<file path="config.mk">
export PLATFORM = sky130hd
export DESIGN_NAME = exc_ctrl
export DESIGN_NICKNAME = d
export VERILOG_FILES = /design/src/rtl/exc_pkg.sv /design/src/rtl/exc_prio.sv /design/src/rtl/exc_ctrl.sv
export SDC_FILE = /design/constraint.sdc
export NUM_CORES = 1
export LEC_CHECK = 0
export ABC_AREA = 1
export CAP_MARGIN = 20
export CELL_PAD_IN_SITES_DETAIL_PLACEMENT = 0
export CELL_PAD_IN_SITES_GLOBAL_PLACEMENT = 2
export CORE_ASPECT_RATIO = 1.5
export CORE_MARGIN = 10
export CORE_UTILIZATION = 22
export CTS_BUF_LIST = sky130_fd_sc_hd__clkbuf_8
export CTS_CLUSTER_DIAMETER = 50
export DETAILED_ROUTE_END_ITERATION = 6
export MAX_ROUTING_LAYER = met4
export PLACE_DENSITY = 0.78
export SYNTH_ARGS = -nofsm -noshare
export SYNTH_HDL_FRONTEND = slang
export SYNTH_SLANG_ARGS = --single-unit
</file>
<file path="constraint.sdc">
create_clock -name clk -period 1.6 [get_ports clk]
set_input_delay 0.24 -clock clk [delete_from_list [all_inputs] [get_ports clk]]
set_output_delay 0.24 -clock clk [all_outputs]
set_load 0.005 [all_outputs]
</file>
<file path="src/rtl/exc_pkg.sv">
// Shared definitions for the exception/interrupt sequencer: cause codes,
// CP0 STATUS field positions and controller state encoding.
package exc_pkg;

    localparam logic [4:0] EXC_INT  = 5'd0;
    localparam logic [4:0] EXC_ADEL = 5'd4;
    localparam logic [4:0] EXC_ADES = 5'd5;
    localparam logic [4:0] EXC_SYS  = 5'd8;
    localparam logic [4:0] EXC_BP   = 5'd9;
    localparam logic [4:0] EXC_RI   = 5'd10;
    localparam logic [4:0] EXC_OV   = 5'd12;

    localparam int STATUS_IE     = 0;
    localparam int STATUS_EXL    = 1;
    localparam int STATUS_IM_LSB = 11;

    typedef enum logic [1:0] {
        S_IDLE     = 2'd0,
        S_ENTER    = 2'd1,
        S_VEC      = 2'd2,
        S_ERET_RED = 2'd3
    } exc_state_e;

    // A delay-slot instruction restarts at its branch so the branch re-executes.
    function automatic logic [31:0] epc_of(input logic [31:0] pc, input logic bd);
        return bd ? (pc - 32'd4) : pc;
    endfunction

endpackage

</file>
<file path="src/rtl/exc_prio.sv">
// Combinational priority encoder choosing which interrupt/exception, if any,
// the MEM-stage instruction takes, and whether EPC/CAUSE should be captured.
module exc_prio
    import exc_pkg::*;
(
    input  logic       mem_valid,
    input  logic       exl,
    input  logic       int_take,
    input  logic [5:0] exc_req,
    input  logic       exc_ades,
    output logic       take,
    output logic [4:0] exccode,
    output logic       epc_we
);

    // Highest-priority cause wins; only fetch errors and RI survive EXL=1.
    always_comb begin
        take    = 1'b0;
        exccode = EXC_INT;
        epc_we  = 1'b0;
        if (!mem_valid) begin
            take = 1'b0;
        end else if (int_take) begin
            take    = 1'b1;
            exccode = EXC_INT;
            epc_we  = 1'b1;
        end else if (exc_req[5]) begin
            take    = 1'b1;
            exccode = EXC_ADEL;
            epc_we  = ~exl;
        end else if (exc_req[4]) begin
            take    = 1'b1;
            exccode = EXC_RI;
            epc_we  = ~exl;
        end else if (exl) begin
            take = 1'b0;
        end else if (exc_req[3]) begin
            take    = 1'b1;
            exccode = EXC_OV;
            epc_we  = 1'b1;
        end else if (exc_req[2]) begin
            take    = 1'b1;
            exccode = EXC_SYS;
            epc_we  = 1'b1;
        end else if (exc_req[1]) begin
            take    = 1'b1;
            exccode = EXC_BP;
            epc_we  = 1'b1;
        end else if (exc_req[0]) begin
            take    = 1'b1;
            exccode = exc_ades ? EXC_ADES : EXC_ADEL;
            epc_we  = 1'b1;
        end else begin
            take = 1'b0;
        end
    end

endmodule

</file>
<file path="src/rtl/exc_ctrl.sv">
// Exception/interrupt sequencer: accepts a cause from MEM, updates CP0, flushes
// the pipeline and redirects fetch to the handler or to EPC on ERET.
module exc_ctrl
    import exc_pkg::*;
#(
    parameter logic [31:0] EXC_VECTOR = 32'h0000_0380,
    parameter int          INT_W      = 5
) (
    input  logic             clk,
    input  logic             rst,
    input  logic             mem_valid,
    input  logic [31:0]      mem_pc,
    input  logic             mem_bd,
    input  logic [5:0]       exc_req,
    input  logic             exc_ades,
    input  logic             eret,
    input  logic [INT_W-1:0] int_pend,
    input  logic [31:0]      status_in,
    input  logic [31:0]      epc_in,
    output logic             cp0_exl,
    output logic             cp0_bd,
    output logic [4:0]       cp0_exccode,
    output logic [31:0]      cp0_epc,
    output logic             cp0_epc_we,
    output logic             flush,
    output logic             redir_valid,
    output logic [31:0]      redir_pc,
    input  logic             redir_ready,
    output logic             busy
);

    exc_state_e  state_q, state_d;
    logic        exl_q, exl_d;
    logic        bd_q, bd_d;
    logic [4:0]  exccode_q, exccode_d;
    logic [31:0] epc_q, epc_d;
    logic        epc_we_q, epc_we_d;
    logic        flush_q, flush_d;
    logic        redir_valid_q, redir_valid_d;
    logic [31:0] redir_pc_q, redir_pc_d;
    logic        busy_q, busy_d;

    logic        int_take_s;
    logic        take_s;
    logic [4:0]  prio_code_s;
    logic        prio_we_s;
    logic        unused_status_s;

    assign unused_status_s = ^status_in;

    assign int_take_s = mem_valid & status_in[STATUS_IE] & ~status_in[STATUS_EXL]
                      & (|(int_pend & status_in[STATUS_IM_LSB +: INT_W]));

    exc_prio u_prio (
        .mem_valid (mem_valid),
        .exl       (status_in[STATUS_EXL]),
        .int_take  (int_take_s),
        .exc_req   (exc_req),
        .exc_ades  (exc_ades),
        .take      (take_s),
        .exccode   (prio_code_s),
        .epc_we    (prio_we_s)
    );

    // Next-state and next-output logic; outputs are derived from the next state
    // so every port comes straight from a flop.
    always_comb begin
        state_d    = state_q;
        exl_d      = exl_q;
        bd_d       = bd_q;
        exccode_d  = exccode_q;
        epc_d      = epc_q;
        epc_we_d   = 1'b0;
        redir_pc_d = redir_pc_q;
        case (state_q)
            S_IDLE: begin
                exl_d      = status_in[STATUS_EXL];
                redir_pc_d = 32'd0;
                if (take_s) begin
                    state_d   = S_ENTER;
                    bd_d      = mem_bd;
                    exccode_d = prio_code_s;
                    epc_d     = epc_of(mem_pc, mem_bd);
                    epc_we_d  = prio_we_s;
                    exl_d     = 1'b1;
                end else if (mem_valid && eret) begin
                    state_d    = S_ERET_RED;
                    redir_pc_d = epc_in;
                    exl_d      = 1'b0;
                end else begin
                    state_d = S_IDLE;
                end
            end
            S_ENTER: begin
                state_d    = S_VEC;
                redir_pc_d = EXC_VECTOR;
                exl_d      = 1'b1;
            end
            S_VEC, S_ERET_RED: begin
                if (redir_ready) begin
                    state_d    = S_IDLE;
                    redir_pc_d = 32'd0;
                    exl_d      = status_in[STATUS_EXL];
                end else begin
                    state_d = state_q;
                end
            end
            default: begin
                state_d    = S_IDLE;
                redir_pc_d = 32'd0;
                exl_d      = 1'b0;
            end
        endcase
        flush_d       = (state_d != S_IDLE);
        busy_d        = (state_d != S_IDLE);
        redir_valid_d = (state_d == S_VEC) || (state_d == S_ERET_RED);
    end

    // State and output registers.
    always_ff @(posedge clk or negedge rst) begin
        if (!rst) begin
            state_q       <= S_IDLE;
            exl_q         <= 1'b0;
            bd_q          <= 1'b0;
            exccode_q     <= 5'd0;
            epc_q         <= 32'd0;
            epc_we_q      <= 1'b0;
            flush_q       <= 1'b0;
            redir_valid_q <= 1'b0;
            redir_pc_q    <= 32'd0;
            busy_q        <= 1'b0;
        end else begin
            state_q       <= state_d;
            exl_q         <= exl_d;
            bd_q          <= bd_d;
            exccode_q     <= exccode_d;
            epc_q         <= epc_d;
            epc_we_q      <= epc_we_d;
            flush_q       <= flush_d;
            redir_valid_q <= redir_valid_d;
            redir_pc_q    <= redir_pc_d;
            busy_q        <= busy_d;
        end
    end

    assign cp0_exl     = exl_q;
    assign cp0_bd      = bd_q;
    assign cp0_exccode = exccode_q;
    assign cp0_epc     = epc_q;
    assign cp0_epc_we  = epc_we_q;
    assign flush       = flush_q;
    assign redir_valid = redir_valid_q;
    assign redir_pc    = redir_pc_q;
    assign busy        = busy_q;

endmodule

</file>
**After elaboration in Yosys (flattened, before gate mapping)**

Index checks and enable logic that the tools add are counted.
W data, S select, Z words.

- Register bits: 76
- Output and inout port bits: 75
- Input port bits: 114
- Word-level logic and storage cells: 66

- Muxes and demuxes: 38
- Reductions and logical operators: 7
- Add/subtract/negate cells: 1
- Equal/unequal tests: 6
- Bitwise gates (word level): 5

Operators by type and width:

| kind | count |
|---|---|
| $mux W32 | 4 |
| $pmux W32 S3 | 1 |
| $mux W5 | 9 |
| $sub A32 B3 Y32 const B | 1 |
| $mux W1 | 19 |
| $eq A2 B2 Y1 const B | 4 |
| $mux W2 | 3 |
| $pmux W2 S3 | 1 |
| $and A5 B5 Y5 | 1 |
| $reduce_or A5 Y1 | 1 |
| $and A1 B1 Y1 | 3 |
| $pmux W1 S3 | 1 |
| $eq A2 B1 Y1 const B | 1 |
| $logic_not A2 Y1 | 1 |
| $ne A2 B2 Y1 const B | 1 |
| $reduce_and A2 Y1 | 1 |
| $reduce_bool A2 Y1 | 1 |
| $reduce_or A2 Y1 | 1 |
| $logic_and A1 B1 Y1 | 1 |
| $logic_or A1 B1 Y1 | 1 |
| $not A1 Y1 | 1 |

**Logic depth before layout (Yosys ltp)**

Gate-level depths: netlist (run 1).

- Depth in word-level cells: 13
- Mapped depth: 10
- Depth with buffers taken out: 10

**Modules after synthesis**

From an unflattened synthesis (run 1), not the netlist that was laid out.

- Cell total of the unflattened synthesis: 534
- Area total of the unflattened synthesis: 3978.8 sq um

By module, submodules not included:

| module | cells an instance | area each (sq um) | seq. area each (sq um) | instances |
|---|---|---|---|---|
| exc_ctrl | 501 | 3829.9 | 1901.8 | 1 |
| exc_prio | 33 | 148.9 | 0.0 | 1 |

**Worst setup path before layout (run 1)**

No wires, ideal clock.

- Kind: flip-flop to flip-flop
- Start: reg, netlist name redir_valid
- End: reg epc_q[24], in the netlist cp0_epc[24]
- Arrival time: 1.289 ns
- Library setup time: 0.118 ns
- Setup slack: 0.193 ns
- Stages on the path, launching flop included: 7
- Path buffers: 2
- Path through: dfrtp_1 -> nor2_1 -> nand3_2 -> buf_4 -> buf_6 -> nand2_1 -> nand2_1

RTL lines:

| what | RTL line | source |
|---|---|---|
| end signal: assignment | exc_ctrl.sv:137 | `epc_q <= epc_d;` |
| end: declaration | exc_ctrl.sv:36 | `logic [31:0] epc_q, epc_d;` |

**Worst setup path in the final report (run 1)**

- Start: reg epc_q[20], in the netlist cp0_epc[20]
- End: out cp0_epc[20]

RTL lines:

| what | RTL line | source |
|---|---|---|
| end: declaration | exc_ctrl.sv:23 | `output logic [31:0] cp0_epc,` |

No word-level cell between the ends.

==> impl_metrics.json, run 1 <==
{
  "timing.critical_path.arrival_ns": 1.28,
  "synth.distinct_cells": 33,
  "worstSetupPathType": "register to output pin",
  "min_period_ns": 1.520,
  "synth.net_count": 594,
  "synth_top_area_share": 0.4785,
  "status": "completed",
  "dr_vias_cell": 4.249,
  "synth_sequential_area_ratio": 0.4785,
  "cp.depth": 1,
  "synth-edff-count": 0,
  "diodes_inserted": 0,
  "total_leakage_power_uw": 0.003059,
  "critical-path-slowest-cell": "sky130_fd_sc_hd__clkdlybuf4s50_1",
  "critical_path.startpoint": "cp0_epc[20]",
  "grt_use_met3": 0.03075,
  "final_setup_tns_ns": 0,
  "post_synth_most_frequent_cells": "sky130_fd_sc_hd__nand2_1 (141), sky130_fd_sc_hd__dfrtp_1 (74), sky130_fd_sc_hd__inv_1 (60)",
  "grt_use_total": 0.1281,
  "grtUsageMet2": 0.2264,
  "core.rowCount": 59,
  "gp_congestion": 0.8210,
  "clk_pin_slew_worst_paths_ns": 0.09,
  "final_min_period_over_clock_period": 0.9501,
  "timing_hold_violations_final": 0,
  "worst-r2r-cell-count": 6,
  "timing_max_transition_violations_final": 0,
  "avgRoutedWirePerCell_um": 15.79,
  "synth_top_cell_by_area": "sky130_fd_sc_hd__dfrtp_1",
  "cts_num_sinks": 74,
  "synth-main-ff-cell": "sky130_fd_sc_hd__dfrtp_1",
  "gr-usage-met1": 0.1366,
  "die_height_um": 182.4,
  "cts_made_buffers": 9,
  "fillCellCount": 1807,
  "synth_warnings": 0,
  "full_die_area_sq_mm": 0.02340,
  "power.density_cell_area_mw_per_mm2": 1097,
  "port_buffers": 162,
  "ys_top_cells_by_area": "sky130_fd_sc_hd__dfrtp_1 (48%), sky130_fd_sc_hd__nand2_1 (14%), sky130_fd_sc_hd__o21ai_2 (6.6%)",
  "setup.worst_path.end": "cp0_epc[20]",
  "cts_htree_levels": 3,
  "gr-total-overflow": 0,
  "grt_antenna_before_repair": 0,
  "fin_worst_skew_ns": 0.01003,
  "placeableCoreArea_sq_mm": 0.01735,
  "synthesis.instances": 479,
  "clk_path_buf_depth": 2,
  "detail-route-antenna-nets": 0,
  "mappedNetlistArea_sq_mm": 0.003870,
  "maxCapViolations": 0,
  "yosys.cell_count.top_type": "sky130_fd_sc_hd__nand2_1",
  "initial_drt_pass_iterations": 4,
  "finalWirelength_mm": 14.64,
  "critical_path.max_fanout": 2,
  "x_dimension_of_the_die_um": 128.3,
  "floorplan.initialDensity": 0.2231,
  "worstSkewPairLatency_ns": 0.36,
  "globalRoute.busiestLayer": "met2",
  "detail_route.drc_violations": 0,
  "via_count": 3939,
  "io-pin-count": 189,
  "clock_tree_from_tritoncts": "built",
  "hpwlAfterDp_mm": 11.60,
  "grt_pass1_wl_mm": 23.05,
  "syn-mean-instance-area_sq_um": 8.079,
  "syn_to_final_growth_pct": 70.09,
  "max_clock_freq_mhz": 657.8,
  "number_of_global_route_vias_before_repair": 4221,
  "irDropWorstVdd_v": 0.0004982,
  "setup_violations": 0,
  "rrSetupSlack_ns": 0.14,
  "critical_path_max_stage_delay_ns": 0.55,
  "cp_top_family": "buffers and inverters",
  "worst_hold_slack_ns": 0.2706,
  "worstPathCellList": "clkdlybuf4s50_1",
  "cts_root_buffer": "sky130_fd_sc_hd__clkbuf_8",
  "postSynth.asyncResetShare": 1.000,
  "r2r-end": "redir_pc[5]",
  "critPathLaunchType": "register",
  "endpoint_kind": "output pin",
  "ys_seq_elements": 74,
  "path_buf_inv": 1,
  "reg2reg_from": "redir_valid",
  "final_layout_size_suffix_gt1_frac": 0.2129,
  "dr.first_iter.drc_count": 161,
  "worstHoldPathType": "input pin to register",
  "nets": 824,
  "grt_max_degree": 50,
  "worst_ep_required_time_ns": 1.36
}
[sequential cells by signal, indices dropped and copies added, names as in the netlist]
register / flops
cp0_bd: 1
redir_pc: 32
cp0_exl: 1
cp0_epc: 32
cp0_epc_we: 1
redir_valid: 1
busy: 1
state_q: 1
cp0_exccode: 4
[cells in the final DEF, fill, tap and decap left out, drive strengths merged]
master         instances
clkinv                 3
a21oi                  6
a21o                   1
xnor2                  2
inv                   61
nor3                   3
nor4                   1
bufinv                 2
nand3                 41
clkbuf                 9
clkinvlp               2
buf                   71
dlygate4sd3            1
nand4                 13
nand2                142
o211ai                 1
dlymetal6s2s           3
nand3b                 1
clkdlybuf4s50        158
o21bai                 3
ha                     1
conb                   1
o21ai                 54
nor2                  44
dfrtp                 74
xor2                  11
or2                    3
o31ai                  2
[logic make-up (layout without fill, tap and decap cells)]
| kind of cell | count (synthesis) | after routing | share of synthesized area |
|---|---|---|---|
| DFF | 74 | 74 | 0.4785 |
| xor gates and xnor gates | 13 | 13 | 0.02942 |
| and+or+nand+nor | 247 | 248 | 0.2803 |
| adders and majority gates | 1 | 1 | 0.003233 |
| AOI/OAI and AO/OA | 67 | 67 | 0.1193 |
| buffers and inverters | 76 | 310 | 0.08826 |
| other | 1 | 1 | 0.0009690 |
[through the flow]
step                std cells  setup slack [ns]  cell area (sq um)  total power (uW)    util
global route              927          -0.01185               6583              7761  0.3794
floorplan                 479            0.1932               3870              3686       -
finish                    927           0.07978               6583              7218  0.3794
CTS                       922          0.007840               6450              7364  0.3718
global placement          904           -0.4260               6196              5572  0.3572
detailed placement        904           -0.4992               6196              5620  0.3572
[how the worst min path moves through the flow]
stage / from / endpoint / slack, ns / depth (start not counted)
after CTS: epc_in[1] / redir_pc[1] / 0.39 / 3
after global routing: mem_bd / cp0_epc[2] / 0.31 / 4
final: mem_bd / cp0_epc[2] / 0.27 / 4
after detailed placement: rst / redir_pc[28] / 0.24 / 2
after global placement: rst / redir_pc[28] / 0.24 / 2
after floorplan: rst / busy / -0.06 / 0
[final cells by class]
class | count | area [sq um] | area share
clock buffer | 9 | 123.9 | 0.01882
sequential | 74 | 1852 | 0.2813
tap | 213 | 266.5 | 0.04049
inverter | 61 | 234.0 | 0.03554
clock inverter | 7 | 93.84 | 0.01426
timing repair buffer | 233 | 2228 | 0.3385
multi-input combinational | 330 | 1784 | 0.2711
[power by group]
part | internal (uW) | switching, uW | total [uW]
combinational | 1600 | 1240 | 2840
clock | 875 | 775 | 1650
sequential | 2400 | 330 | 2730
total | 4870 | 2340 | 7220
[routing by layer]
layer / vias up / routed length [um]
met5: - / 0
met4: 0 / 72
met3: 11 / 875
met2: 131 / 7877
met1: 1814 / 5814
li1: 1983 / -
[what timing repair did]
action / in CTS / in global routing
resized for setup: 4 / 29
setup endpoints to repair: 22 / 29
pin swaps: 0 / 8
hold buffers: 1 / 0
setup buffers: 1 / 4
gates cloned: 0 / 1
endpoints found under the hold margin: 74 / 0
Power figures use the tool's default switching activity.
==> run 2: changes to the inputs <==
CAP_MARGIN = 15   (was 20)
==> results of run 2 <==
Same layout as run 1: the final DEF is identical, and so are final timing and power.
==> run 3: changes to the inputs <==
SKIP_LAST_GASP = 1   (was default)
==> impl_metrics.json, run 3 (synthesis results as in run 1) <==
{
  "status": "completed",
  "critical_path.max_fanout": 5,
  "cts_num_sinks": 74,
  "numPlacedInstances": 904,
  "min_period_ns": 1.544,
  "gr-total-overflow": 0,
  "critPathLaunchType": "input pin",
  "wl_met1_mm": 5.868,
  "clk_pin_slew_worst_paths_ns": 0.09,
  "worst_hold_slack_ns": 0.2755,
  "fillCellCount": 1808,
  "avgRoutedWirePerCell_um": 15.81,
  "detail-route-antenna-nets": 0,
  "timing_max_transition_violations_final": 0,
  "diodes_inserted": 0,
  "clock_tree_from_tritoncts": "built",
  "placeableCoreArea_sq_mm": 0.01735,
  "die_height_um": 182.4,
  "core.rowCount": 59,
  "dr_vias_cell": 4.270,
  "top_layer": "met4",
  "via_count": 3958,
  "endpoint_kind": "register",
  "cts_htree_levels": 3,
  "worstHoldPathType": "input pin to register",
  "worst_ep_required_time_ns": 1.90,
  "floorplan.initialDensity": 0.2231,
  "worstSetupPathType": "input pin to register",
  "clk_path_buf_depth": 2,
  "finalCoreUtilization": 0.3787,
  "met2_wirelength_mm": 7.940,
  "total_leakage_power_uw": 0.003057,
  "full_die_area_sq_mm": 0.02340,
  "final_layout_size_suffix_gt1_frac": 0.2101,
  "irDropWorstVdd_v": 0.0004987,
  "placement.cell_area_sq_mm": 0.006196,
  "syn_to_final_growth_pct": 69.77,
  "timing.critical_path.arrival_ns": 1.85,
  "cts_made_buffers": 9,
  "maxCapViolations": 0,
  "detail_route.drc_violations": 0,
  "final_min_period_over_clock_period": 0.9652,
  "port_buffers": 162,
  "number_of_global_route_vias_before_repair": 4221,
  "initial_drt_pass_iterations": 4,
  "final-instance-count-excl-fill": 927,
  "grt_antenna_before_repair": 0,
  "fin_worst_skew_ns": 0.009550,
  "grt_max_degree": 50,
  "cts_root_buffer": "sky130_fd_sc_hd__clkbuf_8",
  "finalWirelength_mm": 14.66,
  "timing_hold_violations_final": 0,
  "setup_violations": 0,
  "gp_congestion": 0.8210,
  "rrSetupSlack_ns": 0.14,
  "layout.cells.most_common_list": "sky130_fd_sc_hd__clkdlybuf4s50_1 (158), sky130_fd_sc_hd__nand2_1 (139), sky130_fd_sc_hd__dfrtp_1 (74)",
  "max_clock_freq_mhz": 647.6,
  "setup_repair_after_global_routing_missed_its_margin": "yes",
  "power.density_cell_area_mw_per_mm2": 1097,
  "worstSkewPairLatency_ns": 0.36,
  "nets": 824,
  "hpwlAfterDp_mm": 11.60,
  "design_area_sq_mm": 0.006570,
  "x_dimension_of_the_die_um": 128.3,
  "grt_use_total": 0.1281,
  "io-pin-count": 189,
  "layout_commonest_cell": "sky130_fd_sc_hd__clkdlybuf4s50_1",
  "grt_pass1_wl_mm": 23.05,
  "dr.first_iter.drc_count": 158,
  "route.met3.wl_um": 803
}
-- run 3: routing by layer --
layer / track usage / vias up
li1: - / 1985
met1: 0.1366 / 1837
met2: 0.2264 / 130
met3: 0.03075 / 6
met4: 0.03975 / 0
met5: - / -
-- run 3: what timing repair did --
action,CTS,global route
cloned,0,1
endpoints found under the hold margin,74,0
setup buffers,1,4
setup endpoints to repair,22,29
resized for setup,4,26
pin swaps,0,8
hold buffers,1,0
-- run 3: worst paths after layout --
kind                                 to         from  cells past startpoint
setup / recovery            cp0_epc[28]    mem_pc[8]                     10
hold / removal               cp0_epc[2]       mem_bd                      4
setup reg to reg            redir_pc[5]  redir_valid                      6
hold reg to reg             redir_pc[6]  redir_pc[6]                      2
max in group asynchronous   cp0_epc[19]          rst                      3
min in group asynchronous  redir_pc[28]          rst                      3
-- run 3: report_power, final --
group | switching [uW] | internal, uW | leakage [uW]
clock | 766 | 875 | 0.000105
combinational | 1240 | 1600 | 0.00199
sequential | 330 | 2400 | 0.000967
-- run 3: cell type report --
cell class              count  area [sq um]  share of cell area
multi-input cells         330          1772              0.2697
well taps                 213         266.5             0.04056
inverters                  61         234.0             0.03561
flip-flops and latches     74          1852              0.2819
clock buffers               9         123.9             0.01885
repair buffers            233          2228              0.3392
clock inverters             7         93.84             0.01428
-- run 3: per-stage QoR --
stage               setup WS, ns  total power, uW  TNS [ns]
floorplan                 0.1932             3686         0
global placement         -0.4260             5572    -18.45
detailed placement       -0.4992             5620    -21.96
CTS                     0.007840             7364         0
global route            -0.06244             7758   -0.1828
finish                   0.05575             7208         0
-- run 3: critical path, stage by stage --
cell	delay (ns)
sky130_fd_sc_hd__clkdlybuf4s50_1	0.46
sky130_fd_sc_hd__nor2_2	0.24
sky130_fd_sc_hd__buf_4	0.16
sky130_fd_sc_hd__nand4_4	0.18
sky130_fd_sc_hd__nor2_2	0.16
sky130_fd_sc_hd__buf_6	0.13
sky130_fd_sc_hd__nand3_1	0.07
sky130_fd_sc_hd__nand2_1	0.06
sky130_fd_sc_hd__nand3_1	0.07
sky130_fd_sc_hd__nand2_1	0.08
